--- src/rtl/bexkat1Def.sv ---
// Shared definitions for the bexkat1 pipeline control blocks: stall FSM
// state encoding and the default exception drain length.
package bexkat1Def;

  typedef enum logic [1:0] {
    ST_RUN   = 2'd0,
    ST_MULTI = 2'd1,
    ST_DRAIN = 2'd2,
    ST_ACK   = 2'd3
  } stall_state_t;

  localparam int DRAIN_CYCLES_DEF = 3;

endpackage

--- src/rtl/stall_perf.sv ---
// Stall and flush performance counters; free-running, wrap at 2^32.
module stall_perf (
  input  logic        clk_i,
  input  logic        rst_i,
  input  logic        stall_id,
  input  logic        flush_id,
  output logic [31:0] stall_cycles,
  output logic [31:0] flush_count
);

  always_ff @(posedge clk_i or posedge rst_i) begin
    if (rst_i) begin
      stall_cycles <= '0;
      flush_count  <= '0;
    end else begin
      if (stall_id) stall_cycles <= stall_cycles + 32'd1;
      if (flush_id) flush_count  <= flush_count + 32'd1;
    end
  end

endmodule

--- src/rtl/stall_ctrl.sv ---
// Pipeline hazard / stall controller: load-use, multi-cycle EXE, branch flush,
// exception drain. Define STALL_CTRL_PERF_EN to build the performance counters.
module stall_ctrl
  import bexkat1Def::*;
#(
  parameter int DRAIN_CYCLES = DRAIN_CYCLES_DEF
) (
  input  logic        clk_i,
  input  logic        rst_i,
  input  logic [63:0] id_ir,
  input  logic [63:0] exe_ir,
  input  logic        exe_mem_read,
  input  logic        exe_multi,
  input  logic        exe_done,
  input  logic        exe_branch,
  input  logic        mem_wait,
  input  logic        exc_req,
  output logic        stall_if,
  output logic        stall_id,
  output logic        stall_exe,
  output logic        stall_mem,
  output logic        bubble_exe,
  output logic        flush_if,
  output logic        flush_id,
  output logic        exc_ack,
  output logic [31:0] stall_cycles,
  output logic [31:0] flush_count
);

  localparam int CW = (DRAIN_CYCLES > 1) ? $clog2(DRAIN_CYCLES) : 1;
  localparam logic [CW-1:0] DRAIN_LOAD = CW'(DRAIN_CYCLES - 1);

  stall_state_t  state_reg, state_next;
  logic [CW-1:0] drain_cnt_reg, drain_cnt_next;

  logic [3:0] id_rb, id_rc, exe_ra;
  logic       load_use;
  logic       unused_ir_bits;

  assign id_rb  = id_ir[19:16];
  assign id_rc  = id_ir[15:12];
  assign exe_ra = exe_ir[23:20];
  assign unused_ir_bits = ^{id_ir[63:20], id_ir[11:0], exe_ir[63:24], exe_ir[19:0]};

  // Register fields are compared whatever the ID opcode; a false stall is harmless.
  assign load_use = exe_mem_read && ((exe_ra == id_rb) || (exe_ra == id_rc));

  always_ff @(posedge clk_i or posedge rst_i) begin
    if (rst_i) begin
      state_reg     <= ST_RUN;
      drain_cnt_reg <= '0;
    end else begin
      state_reg     <= state_next;
      drain_cnt_reg <= drain_cnt_next;
    end
  end

  always_comb begin
    state_next     = state_reg;
    drain_cnt_next = drain_cnt_reg;
    stall_if       = 1'b0;
    stall_id       = 1'b0;
    stall_exe      = 1'b0;
    stall_mem      = 1'b0;
    bubble_exe     = 1'b0;
    flush_if       = 1'b0;
    flush_id       = 1'b0;
    exc_ack        = 1'b0;

    if (mem_wait) begin
      // Bus wait freezes the whole pipe and the FSM, whatever state we are in.
      stall_if  = 1'b1;
      stall_id  = 1'b1;
      stall_exe = 1'b1;
      stall_mem = 1'b1;
    end else begin
      case (state_reg)
        ST_DRAIN: begin
          stall_if = 1'b1;
          flush_id = 1'b1;
          if (drain_cnt_reg == '0) state_next = ST_ACK;
          else drain_cnt_next = drain_cnt_reg - 1'b1;
        end
        ST_ACK: begin
          exc_ack    = 1'b1;
          flush_if   = 1'b1;
          flush_id   = 1'b1;
          state_next = ST_RUN;
        end
        ST_MULTI: begin
          if (exe_done) begin
            if (exc_req) begin
              state_next     = ST_DRAIN;
              drain_cnt_next = DRAIN_LOAD;
            end else begin
              state_next = ST_RUN;
            end
          end else begin
            stall_if  = 1'b1;
            stall_id  = 1'b1;
            stall_exe = 1'b1;
          end
        end
        default: begin
          if (exe_branch) begin
            flush_if = 1'b1;
            flush_id = 1'b1;
          end else if (exe_multi && !exe_done) begin
            stall_if   = 1'b1;
            stall_id   = 1'b1;
            stall_exe  = 1'b1;
            state_next = ST_MULTI;
          end else if (load_use) begin
            stall_if   = 1'b1;
            stall_id   = 1'b1;
            bubble_exe = 1'b1;
          end
          // A pending multi-cycle op completes before the exception is taken.
          if (exc_req && (state_next == ST_RUN)) begin
            state_next     = ST_DRAIN;
            drain_cnt_next = DRAIN_LOAD;
          end
        end
      endcase
    end

    if (rst_i) begin
      stall_if   = mem_wait;
      stall_id   = mem_wait;
      stall_exe  = mem_wait;
      stall_mem  = mem_wait;
      bubble_exe = 1'b0;
      flush_if   = 1'b0;
      flush_id   = 1'b0;
      exc_ack    = 1'b0;
    end
  end

`ifdef STALL_CTRL_PERF_EN
  stall_perf u_perf (
    .clk_i        (clk_i),
    .rst_i        (rst_i),
    .stall_id     (stall_id),
    .flush_id     (flush_id),
    .stall_cycles (stall_cycles),
    .flush_count  (flush_count)
  );
`else
  assign stall_cycles = '0;
  assign flush_count  = '0;
`endif

endmodule

--- config.mk ---
export PLATFORM = sky130hd
export DESIGN_NAME = stall_ctrl
export DESIGN_NICKNAME = d
export VERILOG_FILES = /design/src/rtl/bexkat1Def.sv /design/src/rtl/stall_perf.sv /design/src/rtl/stall_ctrl.sv
export SDC_FILE = /design/constraint.sdc
export NUM_CORES = 1
export LEC_CHECK = 0
export CORE_ASPECT_RATIO = 0.5
export CORE_MARGIN = 2
export CORE_UTILIZATION = 19
export CTS_BUF_LIST = sky130_fd_sc_hd__clkbuf_4 sky130_fd_sc_hd__clkbuf_8
export CTS_CLUSTER_SIZE = 16
export DETAILED_ROUTE_END_ITERATION = 8
export PLACE_DENSITY = 0.88
export SYNTH_ARGS = -nofsm -noshare
export SYNTH_HDL_FRONTEND = slang
export SYNTH_HIERARCHICAL = 1
export SYNTH_SLANG_ARGS = --single-unit
export TNS_END_PERCENT = 50
--- constraint.sdc ---
create_clock -name clk_i -period 2.7 [get_ports clk_i]
set_input_delay 0.405 -clock clk_i [delete_from_list [all_inputs] [get_ports clk_i]]
set_output_delay 0.405 -clock clk_i [all_outputs]
set_load 0.01 [all_outputs]
# Word level (Yosys, flattened, before mapping)
# Index checks and enable logic that the tools add are counted.
# Widths: inputs -> output; s select.
# totals
reg_bits	4
out_inout_bits	72
word_cells	73
# classes
addsub	1
eq_ne	9
muxes	46
bitwise_logic	2
reduce_logical	13
# ops
operator	n
$mux 1	27
$mux 2	12
$pmux 2 s3	2
$eq 4x4->1	2
$ne 2x2->1 const B	4
$pmux 1 s2	4
$reduce_and 6->1	1
$eq 2x2->1 const B	2
$logic_not 2->1	2
$reduce_or 2->1	2
$logic_and 1x1->1	3
$pmux 1 s3	1
$reduce_and 3->1	1
$reduce_bool 3->1	1
$reduce_or 3->1	1
$eq 2x1->1 const B	1
$not 1->1	2
$sub 2x1->2 const B	1
$logic_not 1->1	1
$logic_or 1x1->1	1

# Longest topological paths before layout
# logic_depth
ltp_word	10
mapped_depth	5

# Worst setup path after synthesis
# Ideal clock, no wire load.
# synth_timing
kind	in2out
from	input id_ir[17]
to	output bubble_exe
t_arrival_ns	1.336
t_required_ns	2.295
setup_slack_ns	0.959
path_stages	4
n_path_buf	0
path_cell_list	xor2_1 nor4_1 o2111ai_1 nor4_2
# synth_between
elab_chain_cells	9
# synth_lines
element	line_no	source
start: declaration	stall_ctrl.sv:10	input logic [63:0] id_ir,
$eq 4x4->1	stall_ctrl.sv:46	assign load_use = exe_mem_read && ((exe_ra == id_rb) || (exe_ra == id_rc));
$logic_or 1x1->1	stall_ctrl.sv:46	
$logic_and 1x1->1	stall_ctrl.sv:46	
$mux 1	stall_ctrl.sv:113	end else if (load_use) begin
$mux 1	stall_ctrl.sv:108	end else if (exe_multi && !exe_done) begin
$mux 1	stall_ctrl.sv:105	if (exe_branch) begin
$mux 1	stall_ctrl.sv:77	case (state_reg)
$mux 1	stall_ctrl.sv:70	if (mem_wait) begin
$mux 1	stall_ctrl.sv:127	if (rst_i) begin
end: declaration	stall_ctrl.sv:22	output logic bubble_exe,
# Every way passes these cells.

# Worst setup path in the final report
# layout_timing
from	input exe_ir[23]
to	output stall_if
# layout_between
elab_chain_cells	9
# layout_lines
element	line_no	source
start: declaration	stall_ctrl.sv:11	input logic [63:0] exe_ir,
$eq 4x4->1	stall_ctrl.sv:46	
$logic_or 1x1->1 (*)	stall_ctrl.sv:46	
$logic_and 1x1->1 (*)	stall_ctrl.sv:46	
$mux 1 (*)	stall_ctrl.sv:113	
$mux 1 (*)	stall_ctrl.sv:108	
$mux 1 (*)	stall_ctrl.sv:105	
$pmux 1 s3 (*)	stall_ctrl.sv:77	
$mux 1 (*)	stall_ctrl.sv:70	
$mux 1 (*)	stall_ctrl.sv:127	
end: declaration	stall_ctrl.sv:18	output logic stall_if,
# Mark *: on every way between the ends. The rest lies on a longest branch, timed or not.

==> results.tsv <==
stage	metric	value	unit
layout	share of cells above drive strength 1	0.0811	
clock_network	Clock Root Buffer	clkbuf_8	
logic_synthesis	synthesized area per cell	7.70	µm²
timing	RSZ-0062 raised after global routing	yes	
die	num rows	17	
global_routing	GRT Residual Overflow	0	
die	Die Y	52.9	µm
detailed_routing	initial detailed-routing violation count	28	
power_and_ir_drop	Peak VDD IR	0.158	mV
logic_synthesis	Synth cell types	27	
power_and_ir_drop	Seq pwr share	0.232	
clock_network	CTS H-tree lvls	1	
worst_hold_path	worst min path class	flop to flop	
die	die width	102	µm
run_status	status	complete, no violations	
power_and_ir_drop	Int Power	313	µW
die	IO Count	208	
place	port bufs	27	
clock_network	CTS Buf Count	3	
setup_path	Max Fanout on Critical Path	3	
detailed_routing	Routed WL	1610	µm
clock_network	CTS Buffer Depth	2	
detailed_routing	drt pass-1 iters	4	
logic_synthesis	largest cells by area after synthesis	buf_4 54%, dfrtp_1 11%, xor2_1 7.7%, inv_1 2.9%, a31oi_1 2.1%	
timing	Final Max Slew Viols	0	
job	max-cap violations	0	
setup_path	arrival time worst endpoint	2190	ps
setup_path	CP Launch Type	primary input	
global_routing	first-pass GRT wire length	1980	µm
clock_network	Post-CTS Setup Bufs	0	
logic_synthesis	mux cell area share after synthesis	0.0110	
logic_synthesis	Gate Count Post-Synth	118	
logic_synthesis	Post-Syn Area	908	µm²
timing	fin crit share	0.960	
detailed_routing	ANT nets after route	0	
timing	Final Critical Period	2590	ps
setup_path	Crit path required time	2300	ps
logic_synthesis	Adder-Cell Fraction of Synth Area	0.0138	
place	Post-DP Area	1030	µm²
place	DP HPWL	1440	µm
detailed_routing	routed length per placed instance	7.51	µm
global_routing	overall routing resource usage	0.0508	
clock_network	Post-CTS Hold Fix Bufs	0	
timing	Worst Skew	0.740	ps
die	Initial Util	0.202	
global_routing	initial antenna violation count	0	
logic_synthesis	simple-gate share of the synthesized area	0.112	
logic_synthesis	post-synthesis sequential area ratio	0.110	
layout	commonest non-fill, non-tap cell in the layout	conb_1	
detailed_routing	vias per std cell	2.96	
timing	worst hold slack	468	ps
clock_network	Clock Sinks	4	
global_routing	vias in the first global route	505	
place	Placer Congestion	0.816	
layout	Ant. Diodes	0	
timing	f_max	386	MHz
clock_network	Clk pin slew, worst setup/hold paths	30	ps
logic_synthesis	top cell type's share of synthesized area	0.537	
layout	fin nets	287	
logic_synthesis	largest family of logic cells by synthesized area	buffers and inverters	
logic_synthesis	Post-Synth XOR/XNOR Area	0.0771	
logic_synthesis	yosys synthesis warning count	6	
timing	Setup-failing EPs final	0	
power_and_ir_drop	P_leak	0.539	nW
power_and_ir_drop	pwr/cell area	485	nW/µm²
clock_network	Worst-Skew Late Latency	210	ps
setup_path	critical path, cell by cell	clkdlybuf4s50_1 > xor2_1 > nor4_2 > buf_4 > o2111ai_2 > a31oi_1 > dlygate4sd2_1	
layout	Design Area, Final	1080	µm²
clock_network	CTS tree	yes	
detailed_routing	Via Count	633	
layout	commonest cells after routing, fill and taps aside	64 x conb_1, 24 x clkdlybuf4s50_1, 8 x xor2_1	
timing	min setup slack post-route	108	ps
timing	sum of negative setup slack	0	ps
setup_path	crit end category	output pin	
detailed_routing	drt drc	0	
power_and_ir_drop	Gate power share	0.539	
setup_path	slowest stage delay, CP	450	ps
die	Die ar.	5380	µm²
power_and_ir_drop	Pwr Total	524	µW
logic_synthesis	area leader, netlist	buf_4	
setup_path	critical path class	primary input to output pin	
global_routing	largest net degree at the start of global routing	9	
logic_synthesis	Seq cells post-synth	4	
timing	Final Hold Fails	0	
power_and_ir_drop	Clk pwr share	0.230	
die	core footprint	4490	µm²
place	worst slack at placement	-351	ps
setup_path	slowest cell on the critical path	clkdlybuf4s50_1	
layout	Area Overhead vs Synth	18.9	%
logic_synthesis	Synth Area in Compound Gates	0.101	
power_and_ir_drop	P_sw	211	µW
power_and_ir_drop	switching part of the total	0.404	
[synthesized netlist by cell type]
library cell   n
nor3_1         2
inv_1          7
ha_1           1
a21boi_0       1
nor2b_1        1
or3_1          1
nor4_2         1
a2bb2oi_1      1
o2111ai_1      1
and2_1         1
a21oi_1        2
mux2i_1        1
nand2_1        1
nor2_1         5
nor4_1         3
o22a_1         1
buf_4         65
a31oi_1        3
o311ai_2       1
conb_1         1
o21ai_0        1
nand2b_1       2
nand4_1        1
buf_2          1
xor2_1         8
a21o_1         1
dfrtp_1        4
[critical path: cells and delay by family]
kind	cells	cell delay (ps)
simple gates	1	340
compound gates	2	350
buf+inv	3	910
xor+xnor	1	180
[cell type report]
class / count / area [µm²]
inverters: 7 / 26.3
well taps: 66 / 82.6
repair buffers: 30 / 285
clock buffers: 3 / 41.3
flip-flops and latches: 4 / 100
fillers: 485 / 3410
multi-input cells: 104 / 544
[path summary, 6_finish.rpt]
path	startpoint	endpoint	slack (ps)	depth (start not counted)
worst max-delay path	exe_ir[23]	stall_if	110	7
worst min-delay path	drain_cnt_reg[0]	drain_cnt_reg[0]	470	1
worst max register to register	state_reg[1]	state_reg[0]	1280	4
worst min register to register	drain_cnt_reg[0]	drain_cnt_reg[0]	470	1
max in group asynchronous	rst_i	drain_cnt_reg[1]	1980	2
min in group asynchronous	rst_i	state_reg[0]	540	2
[stage by stage]
| stage | cells | util |
|---|---|---|
| 6_report | 214 | 0.241 |
| 5_1_grt | 214 | 0.241 |
| 4_1_cts | 214 | 0.240 |
| 3_5_place_dp | 211 | 0.229 |
| 3_3_place_gp | 211 | 0.229 |
| 2_1_floorplan | 181 | - |
[per-layer routing]
layer  GRT usage  part of all wire  up-vias  wire length [µm]
met5           0                 0        -                 0
met4      0.0135                 0        0                 0
met3      0.0317              0.12        0               199
met2      0.0943              0.56       33               904
met1      0.0477              0.31      286               504
li1            -                 -      314                 -
[logic make-up after synthesis]
family / after synthesis
AO/OA/AOI/OAI: 12
XOR/XNOR: 8
adder cells (fa/ha/maj): 1
buffers and inverters: 73
flip-flops: 4
multiplexers: 1
other: 1
AND/OR/NAND/NOR: 18
[power by group through the flow]
stage               logic [mW]  clock network, mW  registers (mW)
floorplan                0.258                  0           0.115
global placement         0.279                  0           0.120
detailed placement       0.284                  0           0.121
CTS                      0.283              0.125           0.121
global route             0.316              0.134           0.127
finish                   0.282              0.120           0.121
[repair_timing]
item / in CTS / in global routing
cloned: 0 / 0
gates resized for setup: 6 / 2
pin swaps: 2 / 0
setup endpoints to repair: 3 / 3
Power figures use the tool's default switching activity.
